`src/rtl/cacheline_adaptor_if.sv`:
```
// Bundle of the cacheline adaptor's bus signals.
//   Arbiter side : line_i, address_i, read_i, write_i -> ; <- line_o, resp_o
//   Memory side  : burst_i, resp_i -> ; <- burst_o, address_o, read_o, write_o
// The adaptor connects through the slave modport. The arbiter/memory
// environment connects through the master modport.
interface cacheline_adaptor_if;
  logic [255:0] line_i;
  logic [255:0] line_o;
  logic [31:0]  address_i;
  logic         read_i;
  logic         write_i;
  logic         resp_o;
  logic [63:0]  burst_i;
  logic [63:0]  burst_o;
  logic [31:0]  address_o;
  logic         read_o;
  logic         write_o;
  logic         resp_i;

  modport slave (
    input  line_i, address_i, read_i, write_i, burst_i, resp_i,
    output line_o, resp_o, burst_o, address_o, read_o, write_o
  );

  modport master (
    output line_i, address_i, read_i, write_i, burst_i, resp_i,
    input  line_o, resp_o, burst_o, address_o, read_o, write_o
  );
endinterface

```
`src/rtl/cacheline_adaptor.sv`:
```
// Cacheline adaptor: turns single-transfer 256-bit line requests from the
// arbiter into 4-beat 64-bit bursts toward physical memory, and assembles
// returned read beats into a full line.
// Ports:
//   clk  - system clock, rising edge
//   rst  - asynchronous, active-high reset
//   bus  - cacheline_adaptor_if.slave (arbiter line side + memory burst side)
// Beat 0 carries line bits [63:0]; beat 3 carries [255:192].
module cacheline_adaptor (
  input  logic                  clk,
  input  logic                  rst,
  cacheline_adaptor_if.slave    bus
);

  typedef enum logic [1:0] {IDLE, READ, WRITE, DONE} state_t;

  state_t             state;
  logic [1:0]         cnt;
  logic [3:0][63:0]   rd_line;
  logic [3:0][63:0]   wr_line;
  logic [31:0]        address;
  logic               read_req;
  logic               write_req;
  logic               resp;

  assign bus.line_o    = rd_line;
  assign bus.address_o = address;
  assign bus.read_o    = read_req;
  assign bus.write_o   = write_req;
  assign bus.resp_o    = resp;
  // Write beat is selected straight from the beat counter so memory sees
  // the next beat in the same cycle cnt advances.
  assign bus.burst_o   = wr_line[cnt];

  always_ff @(posedge clk or posedge rst) begin
    if (rst) begin
      state     <= IDLE;
      cnt       <= 2'd0;
      rd_line   <= '0;
      wr_line   <= '0;
      address   <= 32'd0;
      read_req  <= 1'b0;
      write_req <= 1'b0;
      resp      <= 1'b0;
    end else begin
      case (state)
        IDLE: begin
          resp <= 1'b0;
          // Read has priority when both requests are present.
          if (bus.read_i) begin
            address  <= {bus.address_i[31:5], 5'b0};
            cnt      <= 2'd0;
            read_req <= 1'b1;
            state    <= READ;
          end else if (bus.write_i) begin
            address   <= {bus.address_i[31:5], 5'b0};
            cnt       <= 2'd0;
            wr_line   <= bus.line_i;
            write_req <= 1'b1;
            state     <= WRITE;
          end
        end
        READ: begin
          if (bus.resp_i) begin
            rd_line[cnt] <= bus.burst_i;
            cnt          <= cnt + 2'd1;
            if (cnt == 2'd3) begin
              read_req <= 1'b0;
              resp     <= 1'b1;
              state    <= DONE;
            end
          end
        end
        WRITE: begin
          if (bus.resp_i) begin
            cnt <= cnt + 2'd1;
            if (cnt == 2'd3) begin
              write_req <= 1'b0;
              resp      <= 1'b1;
              state     <= DONE;
            end
          end
        end
        DONE: begin
          // Requests still held by the arbiter here are deliberately not
          // sampled; only IDLE may start a transaction.
          resp  <= 1'b0;
          state <= IDLE;
        end
        default: begin
          read_req  <= 1'b0;
          write_req <= 1'b0;
          resp      <= 1'b0;
          state     <= IDLE;
        end
      endcase
    end
  end

endmodule

```
`src/flat_wrapper.sv`:
```
// flat-port wrapper written by rule: the top's interface ports become plain ports
module cacheline_adaptor_flat 
  (clk, rst, bus_line_i, bus_address_i, bus_read_i, bus_write_i, bus_burst_i, bus_resp_i, bus_line_o, bus_resp_o, bus_burst_o, bus_address_o, bus_read_o, bus_write_o);
  cacheline_adaptor_if bus_i ();
  input  logic clk;
  input  logic rst;
  input wire logic [$bits(bus_i.line_i)-1:0] bus_line_i;
  input wire logic [$bits(bus_i.address_i)-1:0] bus_address_i;
  input wire logic [$bits(bus_i.read_i)-1:0] bus_read_i;
  input wire logic [$bits(bus_i.write_i)-1:0] bus_write_i;
  input wire logic [$bits(bus_i.burst_i)-1:0] bus_burst_i;
  input wire logic [$bits(bus_i.resp_i)-1:0] bus_resp_i;
  output wire logic [$bits(bus_i.line_o)-1:0] bus_line_o;
  output wire logic [$bits(bus_i.resp_o)-1:0] bus_resp_o;
  output wire logic [$bits(bus_i.burst_o)-1:0] bus_burst_o;
  output wire logic [$bits(bus_i.address_o)-1:0] bus_address_o;
  output wire logic [$bits(bus_i.read_o)-1:0] bus_read_o;
  output wire logic [$bits(bus_i.write_o)-1:0] bus_write_o;
  assign bus_i.line_i = bus_line_i;
  assign bus_i.address_i = bus_address_i;
  assign bus_i.read_i = bus_read_i;
  assign bus_i.write_i = bus_write_i;
  assign bus_i.burst_i = bus_burst_i;
  assign bus_i.resp_i = bus_resp_i;
  assign bus_line_o = bus_i.line_o;
  assign bus_resp_o = bus_i.resp_o;
  assign bus_burst_o = bus_i.burst_o;
  assign bus_address_o = bus_i.address_o;
  assign bus_read_o = bus_i.read_o;
  assign bus_write_o = bus_i.write_o;
  cacheline_adaptor u_core (.clk(clk), .rst(rst), .bus(bus_i));
endmodule
```
`config.mk`:
```
export PLATFORM = sky130hd
export DESIGN_NAME = cacheline_adaptor_flat
export DESIGN_NICKNAME = d
export VERILOG_FILES = /design/src/rtl/cacheline_adaptor_if.sv /design/src/rtl/cacheline_adaptor.sv /design/src/flat_wrapper.sv
export SDC_FILE = /design/constraint.sdc
export NUM_CORES = 1
export LEC_CHECK = 0
export BUFFER_PORTS_ARGS = -buffer_cell sky130_fd_sc_hd__buf_4
export CAP_MARGIN = 40
export CORE_AREA = 10 10 268 270
export DETAILED_ROUTE_END_ITERATION = 10
export DIE_AREA = 0 0 278 280
export PLACE_DENSITY = 0.61
export SETUP_SLACK_MARGIN = 0.4
export SLEW_MARGIN = 10
export SYNTH_ARGS = -nofsm -noshare
export SYNTH_HDL_FRONTEND = slang
export SYNTH_SLANG_ARGS = --single-unit
```
`constraint.sdc`:
```
create_clock -name clk -period 20.8 [get_ports clk]
set_clock_uncertainty 0.2 [all_clocks]
set_input_delay 4.16 -clock clk [delete_from_list [all_inputs] [get_ports clk]]
set_output_delay 4.16 -clock clk [all_outputs]
set_load 0.03 [all_outputs]
```
After elaboration in Yosys (flattened, before gate mapping)
Cells that the tools add are included.
{ "totals": {"reg_bits": 551, "inputBits": 357, "out_inout_bits": 355, "word_cells": 74} }
{ "op_classes": {"n_addsub": 1, "magnitude_cmp": 2, "n_eq_ne": 14, "mux": 26, "n_bitwise": 1, "reduce_logical": 16} }
{ "op_table": {"columns": ["operator", "n"], "rows": [
  ["$bwmux W256", 1],
  ["$bmux W64 S2", 1],
  ["$demux W64 S2", 1],
  ["$mux W64", 2],
  ["$mux W32", 2],
  ["$mux W2", 7],
  ["$ne A2 B2 Y1 const B", 5],
  ["$reduce_and A3 Y1", 3],
  ["$ne A2 B1 Y1 const B", 4],
  ["$reduce_bool A2 Y1", 4],
  ["$mux W1", 7],
  ["$eq A2 B2 Y1 const B", 3],
  ["$pmux W1 S2", 3],
  ["$pmux W2 S3", 1],
  ["$reduce_and A2 Y1", 3],
  ["$reduce_and A5 Y1", 1],
  ["$pmux W2 S2", 1],
  ["$reduce_and A4 Y1", 1],
  ["$reduce_or A2 Y1", 2],
  ["$lt A2 B3 Y1 const B", 1],
  ["$ne A3 B3 Y1 const B", 1],
  ["$add A2 B1 Y2 const B", 1],
  ["$eq A2 B1 Y1 const B", 1],
  ["$ge A2 B1 Y1 const B", 1],
  ["3 further kinds", 3]
]} }

Depth between registers and ports, before layout
Gate-level depths: netlist (run 1).
{ "depth": {"word_depth": 5, "depth_mapped": 8} }

Least setup slack after synthesis (run 1)
No wires, ideal clock.
{ "synth_path": {"path_kind": "register to output", "startpoint": "reg u_core.cnt[1]", "endpoint": "out bus_burst_o[52]", "t_arrival_ns": 1.498, "slack_ns": 14.942, "path_stages_with_launch": 5, "path_cell_list": "dfrtp_1 > buf_4 > buf_2 > buf_2 > mux4_2"} }
{ "synth_between": {"elab_chain_len": 2} }
{ "synth_lines": {"columns": ["element", "line", "source"], "rows": [
  ["from (decl)", "cacheline_adaptor.sv:18", "logic [1:0] cnt;"],
  ["from (signal assigned)", "cacheline_adaptor.sv:66", "cnt <= cnt + 2'd1;"],
  ["from (signal assigned)", "cacheline_adaptor.sv:76", "cnt <= cnt + 2'd1;"],
  ["$bmux W64 S2", "cacheline_adaptor.sv:33", "assign bus.burst_o = wr_line[cnt];"],
  ["$mux W64 (not written as such)", "cacheline_adaptor.sv:33", null],
  ["to (decl)", "flat_wrapper.sv:15", "output wire logic [$bits(bus_i.burst_o)-1:0] bus_burst_o;"]
]} }
Every way passes these cells. The select of a mux whose other input is x is not followed.

Worst setup path after layout (run 1)
{ "layout_path": {"startpoint": "reg u_core.cnt[1]", "endpoint": "out bus_burst_o[13]"} }
Same word-level chain as after synthesis.

==> results of run 1 <==
-- sequential cells by signal (all words and copies together) (netlist names) --
signal / flops
u_core.wr_line: 256
u_core.bus.line_o: 256
u_core.cnt: 2
u_core.bus.write_o: 1
u_core.bus.read_o: 1
u_core.bus.address_o: 27
u_core.state: 2
u_core.bus.resp_o: 1
-- power groups by stage --
stage,Sequential [µW],Clock [µW],Combinational (µW)
CTS,1870,1080,2660
detailed placement,1890,0,2660
global placement,1860,0,2610
floorplan,2300,0,1240
finish,1880,1060,2620
global route,1940,1130,2750
-- cell usage after synthesis (all sizes together) (2+ instances only) --
library cell  count  share of area, %
mux2            540                30
buf              77               2.5
ha                9              0.49
a31oi             2             0.054
nor2b             3              0.11
a21oi             3             0.065
nand3             6              0.20
dfrtp           546                59
o22a              3              0.11
o21ai             3             0.081
inv               7              0.11
nand2             7              0.12
mux4             64               6.3
-- layout make-up --
| cell class | instances | area [µm²] | share of cell area [%] |
|---|---|---|---|
| sequential | 546 | 13700 | 43.8 |
| multi-input combinational | 653 | 8830 | 28.3 |
| timing repair buffer | 723 | 5610 | 18.0 |
| clock buffer | 82 | 1670 | 5.36 |
| tap | 873 | 1090 | 3.50 |
| clock inverter | 21 | 278 | 0.890 |
| inverter | 7 | 33.8 | 0.108 |
| antenna | 5 | 12.5 | 0.0401 |
-- critical path, stage by stage (launching register included) --
cell and delay (ns):
dfrtp_4 0.83, buf_4 0.77, mux4_2 0.66, buf_4 0.20
-- placed cells by master, fill, tap and decap left out, types with 2 or more instances in the layout --
| cell type | Yosys | layout |
|---|---|---|
| a21oi_1 | 3 | 3 |
| a31oi_1 | 2 | 2 |
| buf_12 | 0 | 3 |
| buf_16 | 0 | 7 |
| buf_4 | 10 | 713 |
| bufinv_16 | 0 | 5 |
| clkbuf_1 | 0 | 12 |
| clkbuf_16 | 0 | 59 |
| clkbuf_8 | 0 | 11 |
| clkinv_2 | 0 | 11 |
| conb_1 | 1 | 5 |
| dfrtp_1 | 546 | 544 |
| dfrtp_4 | 0 | 2 |
| diode_2 | 0 | 5 |
| ha_1 | 9 | 9 |
| inv_1 | 7 | 6 |
| inv_6 | 0 | 3 |
| mux2_2 | 300 | 300 |
| mux2_4 | 240 | 240 |
| mux4_2 | 64 | 64 |
| nand2_1 | 6 | 6 |
| nand3_1 | 3 | 2 |
| nand3_4 | 0 | 4 |
| nor2b_1 | 2 | 2 |
| o21ai_0 | 2 | 2 |
| o22a_1 | 3 | 3 |
-- stage by stage --
stage / power [µW] / cells / util, % / area [µm²] / worst slack [ns]
after floorplan: 3550 / 1283 / - / 23100 / 1.18
after global placement: 4480 / 2794 / 43.6 / 29000 / 13.30
after detailed placement: 4540 / 2801 / 43.9 / 29200 / 13.35
after CTS: 5620 / 2904 / 46.8 / 31200 / 13.17
after global routing: 5820 / 2910 / 46.9 / 31200 / 13.07
final: 5550 / 2910 / 46.9 / 31200 / 13.30
-- cells by family after synthesis --
family,count (synthesis),synth area share [%]
other,1,0.0163
DFF,546,59.3
adders and majority gates,9,0.489
AOI/OAI and AO/OA,16,0.489
muxes,604,36.6
and+or+nand+nor,19,0.510
buffers and inverters,84,2.63
-- path summary, 6_finish.rpt --
kind,to,depth (start not counted)
worst max-delay path,bus_burst_o[13],3
worst min-delay path,u_core.bus.read_o,1
worst max register to register,u_core.wr_line[49],8
worst min register to register,u_core.bus.read_o,1
max in group asynchronous,u_core.bus.address_o[31],5
min in group asynchronous,u_core.bus.line_o[150],2
-- metal layers --
layer	vias up	GRT usage, %
li1	6065	-
met1	7106	19.2
met2	457	29.8
met3	85	6.08
met4	0	4.73
met5	-	0
==> metrics, run 1 <==
status=finished clean; Crit. End Element=primary output; reg-to-reg slack, setup=16.73 ns; initial antenna violation count=6; Initial Util=34.6%; Startpoint Class=register; number of remaining DRC errors=0; Root Driver=clkbuf_16; first-pass GRT wire length=102000 µm; Hold Startpoint=u_core.bus.read_o; Synth Flop Type=dfrtp_1; vias post-DR=approximately 14000; share of cells above drive strength 1=70.3%; GRT Total Usage=17.0%; io pins=~710; # fillers=about 5900; setup_tns=0 ns; Max Slew Vio Count=0; Antenna Nets Post-Route=0; Hold Vio Cnt, Final=0; Die Y=280 µm; Internal=between 3000 and 4000 µW; Routed WL per cell=23.6 µm; clk slew on worst S/H paths=0.06 ns; I/O Buffers=701; GPL Wtd Cong=0.833; clock latency at the later pin of the worst-skew pair=0.60 ns; Die ar.=77800 µm²; Final setup viols=0; core box area=66600 µm²; maximum level of the CTS H-tree=2; grt ovf=0; synthesis-to-layout area growth=35.4%; Post-CTS Hold Fix Bufs=0; Via density=4.71; CTS Buf Count=59; Yosys cell types=29; Post-Syn Area per Cell=18.0 µm²; critical path fanouts, max=36; switching share of power=37.8%; Synth Register Bits=546; Worst-Margin Slew=0.953 ns; Max IR drop VDD=slightly above 0.09 mV; Site Rows=95; launch point of the worst path=u_core.cnt[1]; Met2 Wirelength=35700 µm; fraction of registers with async set/reset=between 90% and 100%; vias in the first global route=15100; maximum clock rate=0.133 GHz; Nets=approximately 2400; CTS Buffer Depth=3; sequential power share=about a third; hold slack=0.300 ns; pwr dens=around 180 nW/µm²; critical path arrival=3.14 ns; RSZ-0062 raised after global routing=no; number of enable flip-flop cells after synthesis=0; clock period minus worst slack=7.50 ns; PostCTS Resize Cnt=0; leakage=about 0.016 µW; setup bufs post-CTS=0; TritonCTS clock tree=done; Sw Pwr=2100 µW; CTS sink cnt=about 550; Iter 0 DRT Violations=546; DR top layer=met4; max_cap viols=0; Clock Power Share=19.0%; register area share after synthesis=59.3%; RR Startpoint=u_core.state[0]; synthesized instance count=1279; fin crit share=a little over a third; Worst slew margin=36.5%; Die X=approximately 280 µm; Hold Path Class=register to register; largest net degree at the start of global routing=166; Met3 Routed Length=between 5000 and 6000 µm; warning count from the yosys run=0; detailed-routing wirelength on met1=25900 µm; synthesized area=23000 µm²; Comb pwr share=a little under half; dpl hpwl=slightly above 50000 µm; Worst EP required=16.44 ns; routed wire length=approximately 70000 µm; DRT Pass-1 Iters=6; Crit Path Class=register to primary output
No activity file was read; power rests on OpenSTA's default activity.
==> inputs of run 2 (changes only) <==
- ABC_AREA: not set -> 1
- CORE_AREA: 10 10 268 270 -> 10 10 270 272
- DIE_AREA: 0 0 278 280 -> 0 0 280 282
- PLACE_DENSITY: 0.61 -> 0.6
- clock period: 20.8 -> 6.4 ns (I/O delays scaled with it)
==> metrics, run 2 <==
synthesized area=22800 µm² (was 23000 µm²); leakage=0.0166 µW (was 0.0156 µW); Crit Path Class=register to primary output (unchanged); RR Endpoint=u_core.bus.line_o[99] (was u_core.wr_line[49]); Initial Util=33.7% (was 34.6%); initial antenna violation count=13 (was 6); Nets=3582 (was 2356); WP buf/inv=3 (was 2); Synth area leader=dfrtp_1 (unchanged); io pins=712 (unchanged); Die ar.=79000 µm² (was 77800 µm²); Antenna Nets Post-Route=0 (unchanged); maximum level of the CTS H-tree=2 (unchanged); Synth Flop Type=dfrtp_1 (unchanged); CTS Buffer Depth=3 (unchanged); most numerous cell in the Yosys netlist=nand2_1 (was dfrtp_1); Hold Vio Cnt, Final=0 (unchanged); Post-CTS Hold Fix Bufs=0 (unchanged); final instance area=30900 µm² (was 31200 µm²); RR Startpoint=u_core.cnt[0] (was u_core.state[0]); pre-CTS WS=2.71 ns (was 13.35 ns); Routed WL per cell=19.5 µm (was 23.6 µm); Root Driver=clkbuf_16 (unchanged); Max IR drop VDD=0.226 mV (was 0.0917 mV); maximum clock rate=0.235 GHz; vias post-DR=19100 (was 13700); commonest cells after routing, fill and taps aside=buf_4, nand2_1, dfrtp_1 (was buf_4, dfrtp_1, mux2_2); Final setup viols=0 (unchanged); clk slew on worst S/H paths=0.06 ns (about the same); RSZ-0062 raised after global routing=no (unchanged); dpl hpwl=59200 µm (was 51700 µm); Synth Register Bits=546 (unchanged); setup bufs post-CTS=0 (unchanged); hold slack=0.274 ns (was 0.300 ns); Max Slew Vio Count=0 (unchanged); I/O Buffers=701 (unchanged); share of cells above drive strength 1=27.5% (was 70.3%); clock period minus worst slack=4.25 ns; Worst Setup EP=bus_burst_o[46] (was bus_burst_o[13]); top cells by count, synth=nand2_1, dfrtp_1, o21ai_0 (was dfrtp_1, mux2_2, mux2_4); CP Cell Sequence=inv_6, buf_4, nor2_1, nor2_1, o21ai_0, nand2_1, buf_4 (was buf_4, mux4_2, buf_4); Via density=4.59 (was 4.71); Worst EP required=4.92 ns (was 16.44 ns); CTS Buf Count=60 (was 59); Hold Path Class=register to register (unchanged); CTS sink cnt=546 (unchanged); synthesis-to-layout area growth=35.5% (was 35.4%); Yosys cell types=22 (was 29); number of enable flip-flop cells after synthesis=0 (unchanged); Crit. End Element=primary output (unchanged); Reg area=13700 µm² (about the same); Site Rows=96 (was 95); Synth area leaders=dfrtp_1, o21ai_0, nand2_1 (was dfrtp_1, mux2_4, mux2_2); status=finished clean (unchanged); Post-DP Area=28800 µm² (was 29200 µm²); Reg2Reg Depth=6 (was 8); fraction of registers with async set/reset=100% (unchanged); max_cap viols=0 (unchanged); routed wire length=81200 µm (was 68600 µm); setup_tns=0 ns (unchanged); PostCTS Resize Cnt=0 (unchanged); TritonCTS clock tree=done (unchanged); Die Y=282 µm (was 280 µm); number of remaining DRC errors=0 (unchanged); reg-to-reg slack, setup=3.23 ns (was 16.73 ns); DRT Pass-1 Iters=5 (was 6); post-route insts no fill=4156 (was 2910); clock latency at the later pin of the worst-skew pair=0.62 ns (was 0.60 ns); synthesized instance count=2585 (was 1279); Die X=280 µm (was 278 µm); critical path arrival=2.77 ns (was 3.14 ns); fin crit share=about 66%; grt ovf=0 (unchanged); Post-Syn Area per Cell=8.82 µm² (was 18.0 µm²); GRT Total Usage=19.7% (was 17.0%); Placed Cells incl. Taps=4036 (was 2801); Worst-Margin Slew=0.841 ns (was 0.953 ns); Worst path slowest cell=inv_6 (was dfrtp_4); warning count from the yosys run=0 (unchanged); Startpoint Class=register (unchanged); # fillers=6664 (was 5871); multi-input logic area=7090 µm² (was 8830 µm²); critical path's top delay family=buffers and inverters (unchanged); Yosys top cell area share=59.9% (was 59.3%); first-pass GRT wire length=120000 µm (was 102000 µm); critical path fanouts, max=101 (was 36); Levels on crit path=7 (was 3); worst stage delay on the critical path=0.56 ns (was 0.83 ns); Iter 0 DRT Violations=1523 (was 546); GPL Wtd Cong=0.843 (was 0.833); largest net degree at the start of global routing=149 (was 166); pwr dens=527 nW/µm² (was 178 nW/µm²); Worst slew margin=43.9% (was 36.5%); register area share after synthesis=59.9% (was 59.3%); core box area=67700 µm² (was 66600 µm²); most common cell after layout, fill and taps aside=buf_4 (unchanged); vias in the first global route=18800 (was 15100); launch point of the worst path=u_core.cnt[0] (was u_core.cnt[1]); setup ws final=2.15 ns (was 13.30 ns)
## run 2: changes by cell type in the layout (fill, tap and decap cells not counted), moves of 13 or more
| cell | previous run | this run |
|---|---|---|
| a21oi_1 | 3 | 139 |
| mux2_4 | 240 | 0 |
| o21ai_0 | 2 | 492 |
| o21ai_1 | 0 | 13 |
| mux4_2 | 64 | 0 |
| nand2_1 | 6 | 595 |
| nor2_1 | 1 | 188 |
| mux2_2 | 300 | 0 |
| o21ai_2 | 1 | 51 |
| nand3_1 | 2 | 31 |
| inv_1 | 6 | 330 |
## run 2: report_power, final
part	total, µW	switching (µW)	internal, µW
Clock	3640	1470	2170
Combinational	7090	4710	2380
Sequential	5570	693	4880
## run 2: kinds of logic after synthesis
kind of cell | after synthesis | synth area share (%)
flip-flops | 546 | 59.9
other | 1 | 0.0164
buffers and inverters | 501 | 9.33
AO/OA/AOI/OAI | 706 | 16.4
AND/OR/NAND/NOR | 822 | 13.8
adder cells (fa/ha/maj) | 9 | 0.494
## run 2: metrics by stage
step / power (µW) / utilization, %
finish: 16300 / 45.6
global route: 17300 / 45.6
CTS: 16500 / 45.6
detailed placement: 12800 / 42.5
global placement: 12600 / 42.2
floorplan: 9820 / -
## run 2: worst min path at each step
stage / start / endpoint / slack, ns / depth (start not counted)
detailed placement: u_core.wr_line[227] / u_core.wr_line[227] / 0.27 / 2
global placement: u_core.wr_line[33] / u_core.wr_line[33] / 0.26 / 2
global route: u_core.wr_line[17] / u_core.wr_line[17] / 0.29 / 2
CTS: u_core.wr_line[227] / u_core.wr_line[227] / 0.28 / 2
floorplan: u_core.wr_line[0] / u_core.wr_line[0] / 0.25 / 2
finish: u_core.wr_line[227] / u_core.wr_line[227] / 0.27 / 2
## run 2: layer usage
| layer | up-vias | track usage (%) | wire, µm |
|---|---|---|---|
| li1 | 9414 | - | - |
| met1 | 8895 | 23.3 | 32300 |
| met2 | 621 | 32.5 | 39100 |
| met3 | 125 | 6.98 | 7300 |
| met4 | 12 | 7.36 | 2460 |
| met5 | - | 0 | 71 |
## run 2: worst min-delay path: cells and delay by family, from the launching register on
| kind | cells | cell delay (ns) |
|---|---|---|
| compound gates | 1 | 0.05 |
| flops | 1 | 0.33 |
| simple gates | 1 | 0.05 |
## run 2: final cells by class
type / instances / area share (%)
diodes: 7 / 0.0567
clock buffers: 90 / 5.90
clock inverters: 23 / 0.883
inverters: 334 / 4.09
multi-input cells: 1542 / 22.9
flip-flops and latches: 546 / 44.2
well taps: 882 / 3.57
repair buffers: 732 / 18.4
==> inputs of run 3 (changes only) <==
- clock period: 6.4 -> 3.7 ns (I/O delays scaled with it)
==> metrics, run 3 (synthesized netlist as in run 2, its figures left out) <==
status=finished clean (unchanged); routed wire length=81300 µm (was 81200 µm); Initial Util=33.7% (unchanged); vias in the first global route=19100 (was 18800); synthesis-to-layout area growth=36.6% (was 35.5%); GRT Total Usage=19.8% (was 19.7%); Die X=280 µm (unchanged); initial antenna violation count=12 (was 13); Startpoint Class=register (unchanged); Max IR drop VDD=0.472 mV (was 0.226 mV); Die Y=282 µm (unchanged); dpl hpwl=60400 µm (was 59200 µm); first-pass GRT wire length=121000 µm (was 120000 µm); final instance area=31200 µm² (was 30900 µm²); io pins=712 (unchanged); Site Rows=96 (unchanged); final core occ=46.0% (was 45.6%); setup ws final=0.520 ns (was 2.15 ns); pre-CTS WS=0.964 ns (was 2.71 ns); most common cell after layout, fill and taps aside=buf_4 (unchanged); CTS Buffer Depth=3 (unchanged); Hold Vio Cnt, Final=0 (unchanged); Nets=3600 (was 3582); critical path arrival=2.24 ns (was 2.77 ns); Antenna Nets Post-Route=0 (unchanged); commonest cells after routing, fill and taps aside=buf_4, nand2_1, dfrtp_1 (unchanged); clk slew on worst S/H paths=0.06 ns (about the same); number of remaining DRC errors=0 (unchanged); Root Driver=clkbuf_16 (unchanged); largest net degree at the start of global routing=89 (was 149); Final setup viols=0 (unchanged); vias post-DR=19100 (about the same); max_cap viols=0 (unchanged); CTS sink cnt=546 (unchanged); Iter 0 DRT Violations=1496 (was 1523); maximum level of the CTS H-tree=2 (unchanged); Die ar.=79000 µm² (unchanged); Worst EP required=2.76 ns (was 4.92 ns); Post-DP Area=29000 µm² (was 28800 µm²); core box area=67700 µm² (unchanged); Max Slew Vio Count=0 (unchanged); critical path fanouts, max=56 (was 101); Worst-Margin Slew=0.748 ns (was 0.841 ns); # fillers=6760 (was 6664); maximum clock rate=0.314 GHz; I/O Buffers=701 (unchanged); multi-input logic area=7090 µm² (unchanged); leakage=0.0167 µW (was 0.0166 µW); clock latency at the later pin of the worst-skew pair=0.61 ns (was 0.62 ns); RSZ-0062 raised after global routing=yes (was no); pwr dens=906 nW/µm² (was 527 nW/µm²); Reg area=13700 µm² (unchanged); clock period minus worst slack=3.18 ns; Crit Path Class=register to primary output (unchanged); Via density=4.59 (about the same); share of cells above drive strength 1=27.9% (was 27.5%); Hold Path Class=input pin to register (was register to register); DRT Pass-1 Iters=5 (unchanged); TritonCTS clock tree=done (unchanged); GPL Wtd Cong=0.840 (was 0.843); Routed WL per cell=19.5 µm (about the same); setup bufs post-CTS=0 (unchanged); Crit. End Element=primary output (unchanged); CTS Buf Count=58 (was 60); grt ovf=0 (unchanged); Worst slew margin=50.2% (was 43.9%); hold slack=0.116 ns (was 0.274 ns); fin crit share=85.9%
[run 3: changes by cell type in the layout (fill, tap and decap cells not counted), moves of 2 or more]
cell / change
buf_16: -5
clkbuf_1: -3
clkbuf_8: -6
buf_4: +4
clkinvlp_4: +2
buf_12: +18
clkinv_2: +4
[run 3: layout make-up]
| class | instances | area share [%] |
|---|---|---|
| Clock inverter | 31 | 1.14 |
| Sequential cell | 546 | 43.9 |
| Tap cell | 882 | 3.54 |
| Inverter | 334 | 4.09 |
| Clock buffer | 79 | 5.39 |
| Multi-Input combinational cell | 1542 | 22.7 |
| Antenna cell | 8 | 0.0642 |
| Timing Repair Buffer | 752 | 19.2 |
[run 3: path summary, 6_finish.rpt]
| path | startpoint | to | slack (ns) | cells after the start |
|---|---|---|---|---|
| max in group asynchronous | rst | u_core.bus.line_o[36] | 1.72 | 4 |
| hold / removal | bus_address_i[15] | u_core.bus.address_o[15] | 0.12 | 3 |
| setup / recovery | u_core.cnt[0] | bus_burst_o[26] | 0.52 | 4 |
| setup reg to reg | u_core.cnt[0] | u_core.bus.line_o[234] | 1.31 | 8 |
| min in group asynchronous | rst | u_core.wr_line[251] | 0.50 | 3 |
| hold reg to reg | u_core.wr_line[16] | u_core.wr_line[16] | 0.28 | 2 |
[run 3: routing by layer]
| metal | track usage, % | up-vias | share of wire (%) |
|---|---|---|---|
| li1 | - | 9464 | - |
| met1 | 23.8 | 8943 | 40 |
| met2 | 33.4 | 613 | 49 |
| met3 | 6.30 | 114 | 8.5 |
| met4 | 6.31 | 8 | 2.7 |
| met5 | 0 | - | 0.070 |
[run 3: metrics by stage]
step	total power, µW	std cells	setup TNS (ns)
after floorplan	17000	2589	-2548.67
after global placement	22000	4052	0
after detailed placement	22200	4054	0
after CTS	28500	4165	0
after global routing	30000	4173	0
final	28200	4174	0
[run 3: repair_timing]
action,in CTS,in global routing
gates cloned,0,1
hold buffers,1,0
setup endpoints to repair,29,2
gates resized for setup,5,0
endpoints found under the hold margin,11,0
[run 3: critical path, stage by stage, from the launching register on]
cell	delay, ns
dfrtp_2	0.47
buf_12	0.23
o21ai_0	0.57
nand2_1	0.13
buf_4	0.20
[run 3: power breakdown]
part | internal (µW) | leakage (µW) | switching, µW | total [µW]
Sequential | 8430 | 0.00682 | 1220 | 9650
Clock | 3610 | 0.00101 | 2550 | 6160
Combinational | 4240 | 0.00888 | 8180 | 12400
Total | 16300 | 0.0167 | 11900 | 28200
